`config.mk`:
```
export PLATFORM = sky130hd
export DESIGN_NAME = save_wr_engine
export DESIGN_NICKNAME = d
export VERILOG_FILES = /design/src/rtl/save_pkg.sv /design/src/rtl/save_skid_fifo.sv /design/src/rtl/save_wr_engine.sv
export SDC_FILE = /design/constraint.sdc
export NUM_CORES = 1
export LEC_CHECK = 0
export CORE_UTILIZATION = 59
export CTS_BUF_LIST = sky130_fd_sc_hd__clkbuf_2
export CTS_CLUSTER_SIZE = 25
export DETAILED_ROUTE_END_ITERATION = 7
export PLACE_DENSITY = 0.95
export SYNTH_ARGS = -nofsm -noshare
export SYNTH_HDL_FRONTEND = slang
export SYNTH_HIERARCHICAL = 1
export SYNTH_SLANG_ARGS = --single-unit
export TNS_END_PERCENT = 30
```
`constraint.sdc`:
```
create_clock -name clk -period 15.2 [get_ports clk]
set_clock_uncertainty 0.15 [all_clocks]
set_input_delay 1.52 -clock clk [delete_from_list [all_inputs] [get_ports clk]]
set_output_delay 1.52 -clock clk [all_outputs]
set_load 0.05 [all_outputs]
```
`src/rtl/save_pkg.sv`:
```
// Shared types and default widths for the SAVE write engine.
package save_pkg;
  typedef enum logic [2:0] {
    ST_IDLE,
    ST_CMD,
    ST_DATA,
    ST_WRESP,
    ST_DONE
  } state_e;

  localparam int BID_W_D       = 6;
  localparam int ADDR_W_D      = 12;
  localparam int OFFSET_W_D    = 4;
  localparam int LINE_SIZE_W_D = 12;
  localparam int ALL_SIZE_W_D  = 16;
  localparam int DDR_ADDR_W_D  = 32;
  localparam int DATA_W_D      = 128;
endpackage

```
`src/rtl/save_skid_fifo.sv`:
```
// Two-entry FIFO between the bank read port and the DDR write-data channel.
module save_skid_fifo #(
  parameter int DATA_W = 128
) (
  input  logic              clk,
  input  logic              rst,
  input  logic              in_valid_i,
  output logic              in_ready_o,
  input  logic [DATA_W-1:0] in_data_i,
  output logic              out_valid_o,
  input  logic              out_ready_i,
  output logic [DATA_W-1:0] out_data_o,
  output logic [1:0]        count_o
);
  logic [DATA_W-1:0] mem0_q, mem1_q;
  logic [1:0]        cnt_q;
  logic              push, pop, to_slot1;

  assign out_valid_o = (cnt_q != 2'd0);
  assign in_ready_o  = (cnt_q != 2'd2) || out_ready_i;
  assign out_data_o  = mem0_q;
  assign count_o     = cnt_q;
  assign push        = in_valid_i && in_ready_o;
  assign pop         = out_valid_o && out_ready_i;
  // Entry 0 is always the head; a push lands behind whatever survives the pop.
  assign to_slot1    = (cnt_q == 2'd2) || ((cnt_q == 2'd1) && !pop);

  always_ff @(posedge clk or posedge rst) begin
    if (rst) begin
      mem0_q <= '0;
      mem1_q <= '0;
      cnt_q  <= '0;
    end else begin
      if (pop) mem0_q <= mem1_q;
      if (push) begin
        if (to_slot1) mem1_q <= in_data_i;
        else          mem0_q <= in_data_i;
      end
      cnt_q <= cnt_q + 2'(push) - 2'(pop);
    end
  end
endmodule

```
`src/rtl/save_wr_engine.sv`:
```
// SAVE back end: walks the latched descriptor line by line, streaming bank
// words into one DDR burst per line, and pulses wr_done once every burst is acked.
module save_wr_engine
  import save_pkg::*;
#(
  parameter int BID_W       = BID_W_D,
  parameter int ADDR_W      = ADDR_W_D,
  parameter int OFFSET_W    = OFFSET_W_D,
  parameter int LINE_SIZE_W = LINE_SIZE_W_D,
  parameter int ALL_SIZE_W  = ALL_SIZE_W_D,
  parameter int DDR_ADDR_W  = DDR_ADDR_W_D,
  parameter int DATA_W      = DATA_W_D
) (
  input  logic                   clk,
  input  logic                   rst,
  input  logic                   start,
  input  logic                   zero_ddr_step,
  input  logic [BID_W-1:0]       reg_wr_bank_id,
  input  logic [ADDR_W-1:0]      reg_wr_bank_addr,
  input  logic [ADDR_W-1:0]      reg_wr_bank_step,
  input  logic [OFFSET_W-1:0]    reg_wr_bank_offset,
  input  logic [LINE_SIZE_W-1:0] reg_wr_line_size,
  input  logic [ALL_SIZE_W-1:0]  reg_wr_total_size,
  input  logic [ALL_SIZE_W-1:0]  reg_wr_ddr_step,
  input  logic [DDR_ADDR_W-1:0]  reg_wr_ddr_addr,
  output logic                   wr_done,
  output logic                   bank_rd_en,
  output logic [BID_W-1:0]       bank_rd_id,
  output logic [ADDR_W-1:0]      bank_rd_addr,
  output logic [OFFSET_W-1:0]    bank_rd_offset,
  input  logic [DATA_W-1:0]      bank_rd_data,
  output logic                   ddr_cmd_valid,
  input  logic                   ddr_cmd_ready,
  output logic [DDR_ADDR_W-1:0]  ddr_cmd_addr,
  output logic [LINE_SIZE_W-1:0] ddr_cmd_len,
  output logic                   ddr_wdata_valid,
  input  logic                   ddr_wdata_ready,
  output logic [DATA_W-1:0]      ddr_wdata,
  output logic                   ddr_wdata_last,
  input  logic                   ddr_resp
);
  state_e                 state_q, state_d;
  logic [BID_W-1:0]       id_q;
  logic [OFFSET_W-1:0]    offset_q;
  logic                   zstep_q;
  logic [ADDR_W-1:0]      bank_step_q, bank_base_q;
  logic [LINE_SIZE_W-1:0] line_size_q, line_len_q, rd_idx_q, wr_idx_q, cur_len;
  logic [ALL_SIZE_W-1:0]  ddr_step_q, remaining_q, rem_after, lines_q, resp_cnt_q;
  logic [DDR_ADDR_W-1:0]  ddr_base_q;
  logic                   rd_inflight_q;
  logic [1:0]             fifo_cnt;
  logic [2:0]             occ;
  logic                   fifo_in_ready, cmd_fire, wr_fire, line_end, zero_job;

  assign cur_len   = (remaining_q < ALL_SIZE_W'(line_size_q)) ? LINE_SIZE_W'(remaining_q) : line_size_q;
  assign rem_after = remaining_q - ALL_SIZE_W'(line_len_q);
  assign zero_job  = (reg_wr_total_size == '0) || (reg_wr_line_size == '0);
  assign cmd_fire  = ddr_cmd_valid && ddr_cmd_ready;
  assign wr_fire   = ddr_wdata_valid && ddr_wdata_ready;
  assign line_end  = wr_fire && ddr_wdata_last;
  // Slots still claimed after this cycle's pop; keeps the FIFO from overflowing
  // while still allowing one read per cycle when the DDR side keeps up.
  assign occ       = {1'b0, fifo_cnt} - {2'b0, wr_fire} + {2'b0, rd_inflight_q};

  assign ddr_cmd_valid  = (state_q == ST_CMD);
  assign ddr_cmd_addr   = ddr_base_q;
  assign ddr_cmd_len    = (state_q == ST_CMD) ? cur_len : '0;
  assign bank_rd_en     = (state_q == ST_DATA) && (rd_idx_q != line_len_q) && (occ < 3'd2) && fifo_in_ready;
  assign bank_rd_id     = id_q;
  assign bank_rd_offset = offset_q;
  assign bank_rd_addr   = bank_base_q + ADDR_W'(rd_idx_q);
  assign ddr_wdata_last = ddr_wdata_valid && (wr_idx_q == line_len_q - LINE_SIZE_W'(1));
  assign wr_done        = (state_q == ST_DONE);

  save_skid_fifo #(.DATA_W(DATA_W)) u_fifo (
    .clk        (clk),
    .rst        (rst),
    .in_valid_i (rd_inflight_q),
    .in_ready_o (fifo_in_ready),
    .in_data_i  (bank_rd_data),
    .out_valid_o(ddr_wdata_valid),
    .out_ready_i(ddr_wdata_ready),
    .out_data_o (ddr_wdata),
    .count_o    (fifo_cnt)
  );

  always_comb begin
    state_d = state_q;
    case (state_q)
      ST_IDLE:  if (start) state_d = zero_job ? ST_WRESP : ST_CMD;
      ST_CMD:   if (ddr_cmd_ready) state_d = ST_DATA;
      ST_DATA:  if (line_end) state_d = (rem_after == '0) ? ST_WRESP : ST_CMD;
      ST_WRESP: if (resp_cnt_q + ALL_SIZE_W'(ddr_resp) == lines_q) state_d = ST_DONE;
      ST_DONE:  state_d = ST_IDLE;
      default:  state_d = ST_IDLE;
    endcase
  end

  always_ff @(posedge clk or posedge rst) begin
    if (rst) begin
      state_q       <= ST_IDLE;
      id_q          <= '0;
      offset_q      <= '0;
      zstep_q       <= 1'b0;
      bank_step_q   <= '0;
      bank_base_q   <= '0;
      line_size_q   <= '0;
      line_len_q    <= '0;
      rd_idx_q      <= '0;
      wr_idx_q      <= '0;
      ddr_step_q    <= '0;
      ddr_base_q    <= '0;
      remaining_q   <= '0;
      lines_q       <= '0;
      resp_cnt_q    <= '0;
      rd_inflight_q <= 1'b0;
    end else begin
      state_q       <= state_d;
      rd_inflight_q <= bank_rd_en;
      if (state_q == ST_IDLE) begin
        if (start) begin
          id_q        <= reg_wr_bank_id;
          offset_q    <= reg_wr_bank_offset;
          zstep_q     <= zero_ddr_step;
          bank_step_q <= reg_wr_bank_step;
          bank_base_q <= reg_wr_bank_addr;
          line_size_q <= reg_wr_line_size;
          ddr_step_q  <= reg_wr_ddr_step;
          ddr_base_q  <= reg_wr_ddr_addr;
          remaining_q <= reg_wr_total_size;
          lines_q     <= '0;
          resp_cnt_q  <= '0;
        end
      end else if (ddr_resp) begin
        resp_cnt_q <= resp_cnt_q + 1'b1;
      end
      if (cmd_fire) begin
        line_len_q <= cur_len;
        rd_idx_q   <= '0;
        wr_idx_q   <= '0;
        lines_q    <= lines_q + 1'b1;
      end
      if (bank_rd_en) rd_idx_q <= rd_idx_q + 1'b1;
      if (wr_fire)    wr_idx_q <= wr_idx_q + 1'b1;
      if (line_end) begin
        remaining_q <= rem_after;
        bank_base_q <= bank_base_q + bank_step_q;
        ddr_base_q  <= zstep_q ? ddr_base_q + DDR_ADDR_W'(line_len_q)
                               : ddr_base_q + DDR_ADDR_W'(ddr_step_q);
      end
    end
  end
endmodule

```
==> results.yml, run 1 <==
status:
  outcome: "complete, no violations"
sta:
  fin_crit_ns: 7.46
  fmax_mhz: 134
  hold_ws_ns: 0.333
  rsz0062_at_grt: "no"
  fin_crit_sh_pct: 49.1
  slew_violations: 0
  tightest_slew_ns: 1.17
  maxSlewHeadroom_pct: 22.3
  setup_violations: 0
  hold_viol: 0
  setup_tns_ns: 0
floorplan:
  dieArea_um2: 41100
  initial_core_util_pct: 59.8
  num_rows: 73
  dieWidth_um: 203
  die_h_um: 203
  ios: 444
  core_um2: 39700
final_layout:
  final_common_cell: "clkdlybuf4s50_1"
  stdcell_count: 3229
  drive_gt1_share_pct: 15.1
  fin_util_pct: 74.1
  area_growth_pct: 23.9
  final_nets: 2936
  final_cell_mix: "clkdlybuf4s50_1, dfrtp_1, nand2_1"
global_route:
  grt.total_usage_pct: 33.5
  grt_overflow: 0
  antenna_found_initial: 10
  grt_pass1_vias: 20128
  grt_first_pass_wirelength_um: 108000
  grt_max_degree: 176
logic_synthesis:
  synth_area_leaders: "dfrtp_1, mux2_1, mux2_2, mux2_4, nand2_1"
  synth_top_family_by_area: "multiplexers"
  async_flop_share_pct: 100
  ys_seq_elements: 441
  syn_inst: 2152
  syn_area_um2: 23800
  ys_seq_area_share_pct: 46.4
  muxShareOfSynthArea_pct: 21.9
  yosys.area.top_type_share_pct: 46.4
  synth-edff-count: 0
  avgSynthCellArea_um2: 11.0
  synth_cell_types: 74
  synth-main-ff-cell: "dfrtp_1"
  syn_nets: 2472
  yosys.area_share.simple_pct: 11.9
  synthAdderAreaFrac_pct: 4.10
  yosysTopAreaCell: "dfrtp_1"
  synth-compound-area-share_pct: 9.38
  synthXorXnorAreaFrac_pct: 3.02
  yosysWarnings: 6
pwr:
  worst_ir_drop_vdd_uv: 154
  power.density_nw_per_um2: 221
  finalPower_mw: 6.50
  leakage_nw: 13.8
worst_setup_path:
  cp_data_arrival_time_ns: 5.79
  r2r-start: "zstep_q"
  cp_top_family: "buffers and inverters"
  crit_required_ns: 13.53
  worst_setup_path_start_kind: "input port"
  slowest_stage: "clkdlybuf4s50_1"
  crit_fanout: 16
  max_stage_delay_ns: 0.89
  crit_type: "input port to output pin"
  crit_buf_inv: 4
  worstSetupEndpointType: "output pin"
  startpoint: "ddr_wdata_ready"
  path_cells: "clkdlybuf4s50_1 > nand2_1 > inv_1 > ha_1 > nand2b_1 > fa_1 > xnor2_1 > and3_1 > nand3_1 > inv_1 > clkdlybuf4s50_1"
place:
  dp_hpwl_um: 49100
  port_buffers: 443
  gp_congestion: 0.938
  dp.cells: 3027
route:
  wire_per_inst_um: 21.7
  drt-initial-drc-count: 1666
  ant_nets: 0
  vias: 19401
  routed_via_density: 6.01
  drc: 0
  drt_first_pass_iters: 8
  wl_um: 69900
clock_tree:
  post_cts_buffers: 0
  cts_tree: "yes"
  cts_buffers: 112
  root_buffer: "clkbuf_2"
  clk_pin_slew_worst_paths_ns: 0.09
  cts.path.max_buffers: 3
  numClockSinks: 441
  cts-resized-gates: 0
  ctsHoldBuffers: 0
  h-tree-depth: 3
  worst_skew_pair.late_latency_ns: 1.17
worst_hold_path:
  worstHoldStart: "ddr_step_q[2]"
  min_path_type: "flip-flop to flip-flop"
job:
  max_cap_violations: 0
worst reg2reg max path: stages (launching register included):
cell	delay [ns]
dfrtp_1	0.82
mux2i_1	0.42
inv_1	0.09
ha_1	0.28
a21o_1	0.18
a21o_1	0.21
a2111oi_0	0.75
o21a_1	0.27
o21ai_0	0.10
a31oi_1	0.60
nor2_1	0.31
a211oi_1	0.30
nor2_1	0.08
layout make-up:
type                    count  area (um2)
inverters                  62         248
clock buffers             151         756
clock inverters            41         215
well taps                 525         657
diodes                     10        25.0
flip-flops and latches    441       11000
multi-input cells        1542       12000
repair buffers            457        4540
fillers                  2574       10300
cell families (layout without fill, tap and decap cells):
kind of cell / Yosys count / in the layout
AO/OA/AOI/OAI: 354 / 354
XOR/XNOR: 82 / 82
adder cells (fa/ha/maj): 75 / 75
buffers and inverters: 169 / 711
flip-flops: 441 / 441
multiplexers: 440 / 440
other: 0 / 10
AND/OR/NAND/NOR: 591 / 591
worst paths after layout:
kind                                               to  slack [ns]  cells after the start
max in group asynchronous       u_fifo/out_data_o[57]       12.00                      3
worst max register to register       ddr_cmd_addr[25]       10.56                     12
worst min-delay path                    ddr_step_q[2]        0.33                      2
worst max-delay path                       bank_rd_en        7.74                     11
min in group asynchronous              resp_cnt_q[10]        0.94                      2
worst min register to register          ddr_step_q[2]        0.33                      2
registers in the layout, indices dropped and copies added, names as in the netlist, 16 cells and up:
name and flops:
u_fifo/mem1_q 128, resp_cnt_q 16, ddr_cmd_addr 32, lines_q 16, u_fifo/out_data_o 128, remaining_q 16, ddr_step_q 16
per-layer routing:
metal	GRT usage (%)	up-vias	routed length (um)
met5	0	-	27
met4	16.8	4	3500
met3	7.95	246	5550
met2	57.2	968	35000
met1	39.5	9478	25800
li1	-	8705	-
Yosys cell counts (14+ instances only):
master    number
nand2b_1      18
xnor2_1       44
buf_4         14
and3_1        36
dfrtp_1      441
nor4_1        19
a211oi_1      20
xor2_1        38
mux2_1       193
nor2_1        95
a21o_1        14
inv_1         62
buf_2         20
mux2_4        80
ha_1          70
clkbuf_1      58
nor2b_1       20
nand2_1      244
a31oi_1       14
nor3_1        27
o21ai_0      122
o21a_1        15
mux2i_1       44
nand3_1       51
mux2_2       123
a21oi_1       71
nand4_1       25
per-stage QoR:
step                      cell area [um2]  worst slack, ns
after global routing                29500             7.41
after CTS                           29400             7.78
after global placement              28500             7.87
after detailed placement            28500             7.81
final                               29500             7.74
after floorplan                     23800             6.43
power breakdown:
part           leakage (nW)  total [mW]  internal (mW)  switching [mW]
Combinational          7.40        3.67           1.52            2.14
Clock                 0.735       0.805          0.293           0.512
Sequential             5.63        2.03           1.63           0.403
Total                  13.8        6.50           3.45            3.06
No activity file was read; power rests on OpenSTA's default activity.
==> inputs of run 2 (changes only) <==
--- a/config.mk
+++ b/config.mk
@@ -5,11 +5,11 @@
 export SDC_FILE = /design/constraint.sdc
 export NUM_CORES = 1
 export LEC_CHECK = 0
-export CORE_UTILIZATION = 59
+export CORE_UTILIZATION = 55
 export CTS_BUF_LIST = sky130_fd_sc_hd__clkbuf_2
 export CTS_CLUSTER_SIZE = 25
 export DETAILED_ROUTE_END_ITERATION = 7
-export PLACE_DENSITY = 0.95
+export PLACE_DENSITY = 0.92
 export SYNTH_ARGS = -nofsm -noshare
 export SYNTH_HDL_FRONTEND = slang
 export SYNTH_HIERARCHICAL = 1
==> constraint.sdc (replaced) <==
create_clock -name clk -period 7.76 [get_ports clk]
set_clock_uncertainty 0.15 [all_clocks]
set_input_delay 0.776 -clock clk [delete_from_list [all_inputs] [get_ports clk]]
set_output_delay 0.776 -clock clk [all_outputs]
set_load 0.05 [all_outputs]
==> results.yml, run 2 (same netlist as run 1, synthesis figures left out) <==
worst_setup_path:
  crit_type: "flip-flop to output pin"
  worstSetupEndpointType: "output pin"
  crit_fanout: 16
  cp_data_arrival_time_ns: 5.70
  crit_required_ns: 6.83
  worst_setup_path_start_kind: "flip-flop"
  r2r-start: "line_len_q[1]"
  startpoint: "u_fifo/count_o[1]"
sta:
  tightest_slew_ns: 1.20
  rsz0062_at_grt: "no"
  setup_violations: 0
  fin_crit_sh_pct: 85.4
  fin_crit_ns: 6.63
  slew_violations: 0
  setup_tns_ns: 0
  hold_viol: 0
  hold_ws_ns: 0.0488
  maxSlewHeadroom_pct: 19.8
  fmax_mhz: 151
route:
  routed_via_density: 5.97
  ant_nets: 0
  drc: 0
  wire_per_inst_um: 22.7
  vias: 20084
  drt-initial-drc-count: 1799
  drt_first_pass_iters: 5
  wl_um: 76400
final_layout:
  area_growth_pct: 27.7
  stdcell_count: 3363
  final_cell_mix: "clkdlybuf4s50_1, dfrtp_1, nand2_1"
  final_nets: 3013
  final_common_cell: "clkdlybuf4s50_1"
  fillerInstances: 2780
  drive_gt1_share_pct: 14.6
floorplan:
  die_h_um: 210
  initial_core_util_pct: 56.2
  dieWidth_um: 210
  core_um2: 42300
  dieArea_um2: 44100
  ios: 444
  num_rows: 75
worst_hold_path:
  worstHoldStart: "bank_rd_data[46]"
  min_path_type: "input port to flip-flop"
clock_tree:
  h-tree-depth: 3
  cts_tree: "yes"
  ctsHoldBuffers: 70
  post_cts_buffers: 0
  root_buffer: "clkbuf_2"
  cts_buffers: 111
  clk_pin_slew_worst_paths_ns: 0.12
  worst_skew_pair.late_latency_ns: 1.15
  cts-resized-gates: 0
  numClockSinks: 441
  cts.path.max_buffers: 3
global_route:
  grt.total_usage_pct: 34.1
  grt_max_degree: 202
  grt_pass1_vias: 20948
  grt_first_pass_wirelength_um: 117000
  grt_overflow: 0
  antenna_found_initial: 8
pwr:
  leakage_nw: 14.1
  worst_ir_drop_vdd_uv: 353
  power.density_nw_per_um2: 428
  finalPower_mw: 13.0
place:
  port_buffers: 443
  dp.cells: 3079
  gp_congestion: 0.947
  dp_hpwl_um: 48400
status:
  outcome: "complete, no violations"
job:
  max_cap_violations: 0
[run 2: cell types whose count changed in the layout (fill, tap and decap cells not counted), sizes merged]
| cell | previous run | this run |
|---|---|---|
| bufinv | 1 | 2 |
| clkbuf | 151 | 154 |
| dlygate4sd3 | 0 | 78 |
[run 2: layer usage]
layer,vias to the layer above,track usage (%),routed length [um]
met1,9859,37.5,27300
li1,8868,-,-
met4,4,21.2,4970
met3,326,8.70,5560
met2,1027,59.0,38600
met5,-,0,29
[run 2: final timing paths]
check | slack (ns) | cells past startpoint | endpoint
hold / removal | 0.05 | 2 | u_fifo/mem1_q[46]
setup / recovery | 1.13 | 11 | bank_rd_en
max in group asynchronous | 5.71 | 4 | u_fifo/mem1_q[62]
min in group asynchronous | 0.06 | 2 | resp_cnt_q[10]
hold reg to reg | 0.34 | 2 | ddr_step_q[0]
setup reg to reg | 3.04 | 12 | ddr_cmd_addr[22]
[run 2: final cells by class]
class	instances	area, um2	share of cell area (%)
Timing Repair Buffer	535	5350	17.6
Antenna cell	10	25.0	0.0824
Inverter	62	244	0.803
Clock buffer	154	771	2.54
Multi-Input combinational cell	1542	12000	39.5
Tap cell	577	722	2.38
Sequential cell	441	11000	36.3
Clock inverter	42	245	0.807
[run 2: worst max-delay path, stage by stage, from the launching register on]
cell and delay [ns]:
dfrtp_1 0.53, or2_2 0.36, nand2_1 0.41, inv_1 0.34, ha_1 0.35, nand2b_1 0.17
fa_1 0.42, xnor2_1 0.17, and3_1 0.17, nand3_1 0.41, inv_1 0.38, clkdlybuf4s50_1 0.90
[run 2: per-stage QoR]
stage | worst slack, ns | util [%] | instance area, um2
after CTS | 1.07 | 71.5 | 30300
after floorplan | 1.86 | - | 23800
after global routing | 0.687 | 71.8 | 30400
after detailed placement | 1.75 | 67.5 | 28600
final | 1.13 | 71.8 | 30400
after global placement | 1.97 | 67.5 | 28600
[run 2: where the power goes]
part	total (mW)	internal, mW	switching, mW	leakage, nW
sequential	4.03	3.19	0.836	5.63
combinational	7.30	3.01	4.29	7.73
clock	1.66	0.619	1.04	0.758
total	13.0	6.82	6.17	14.1
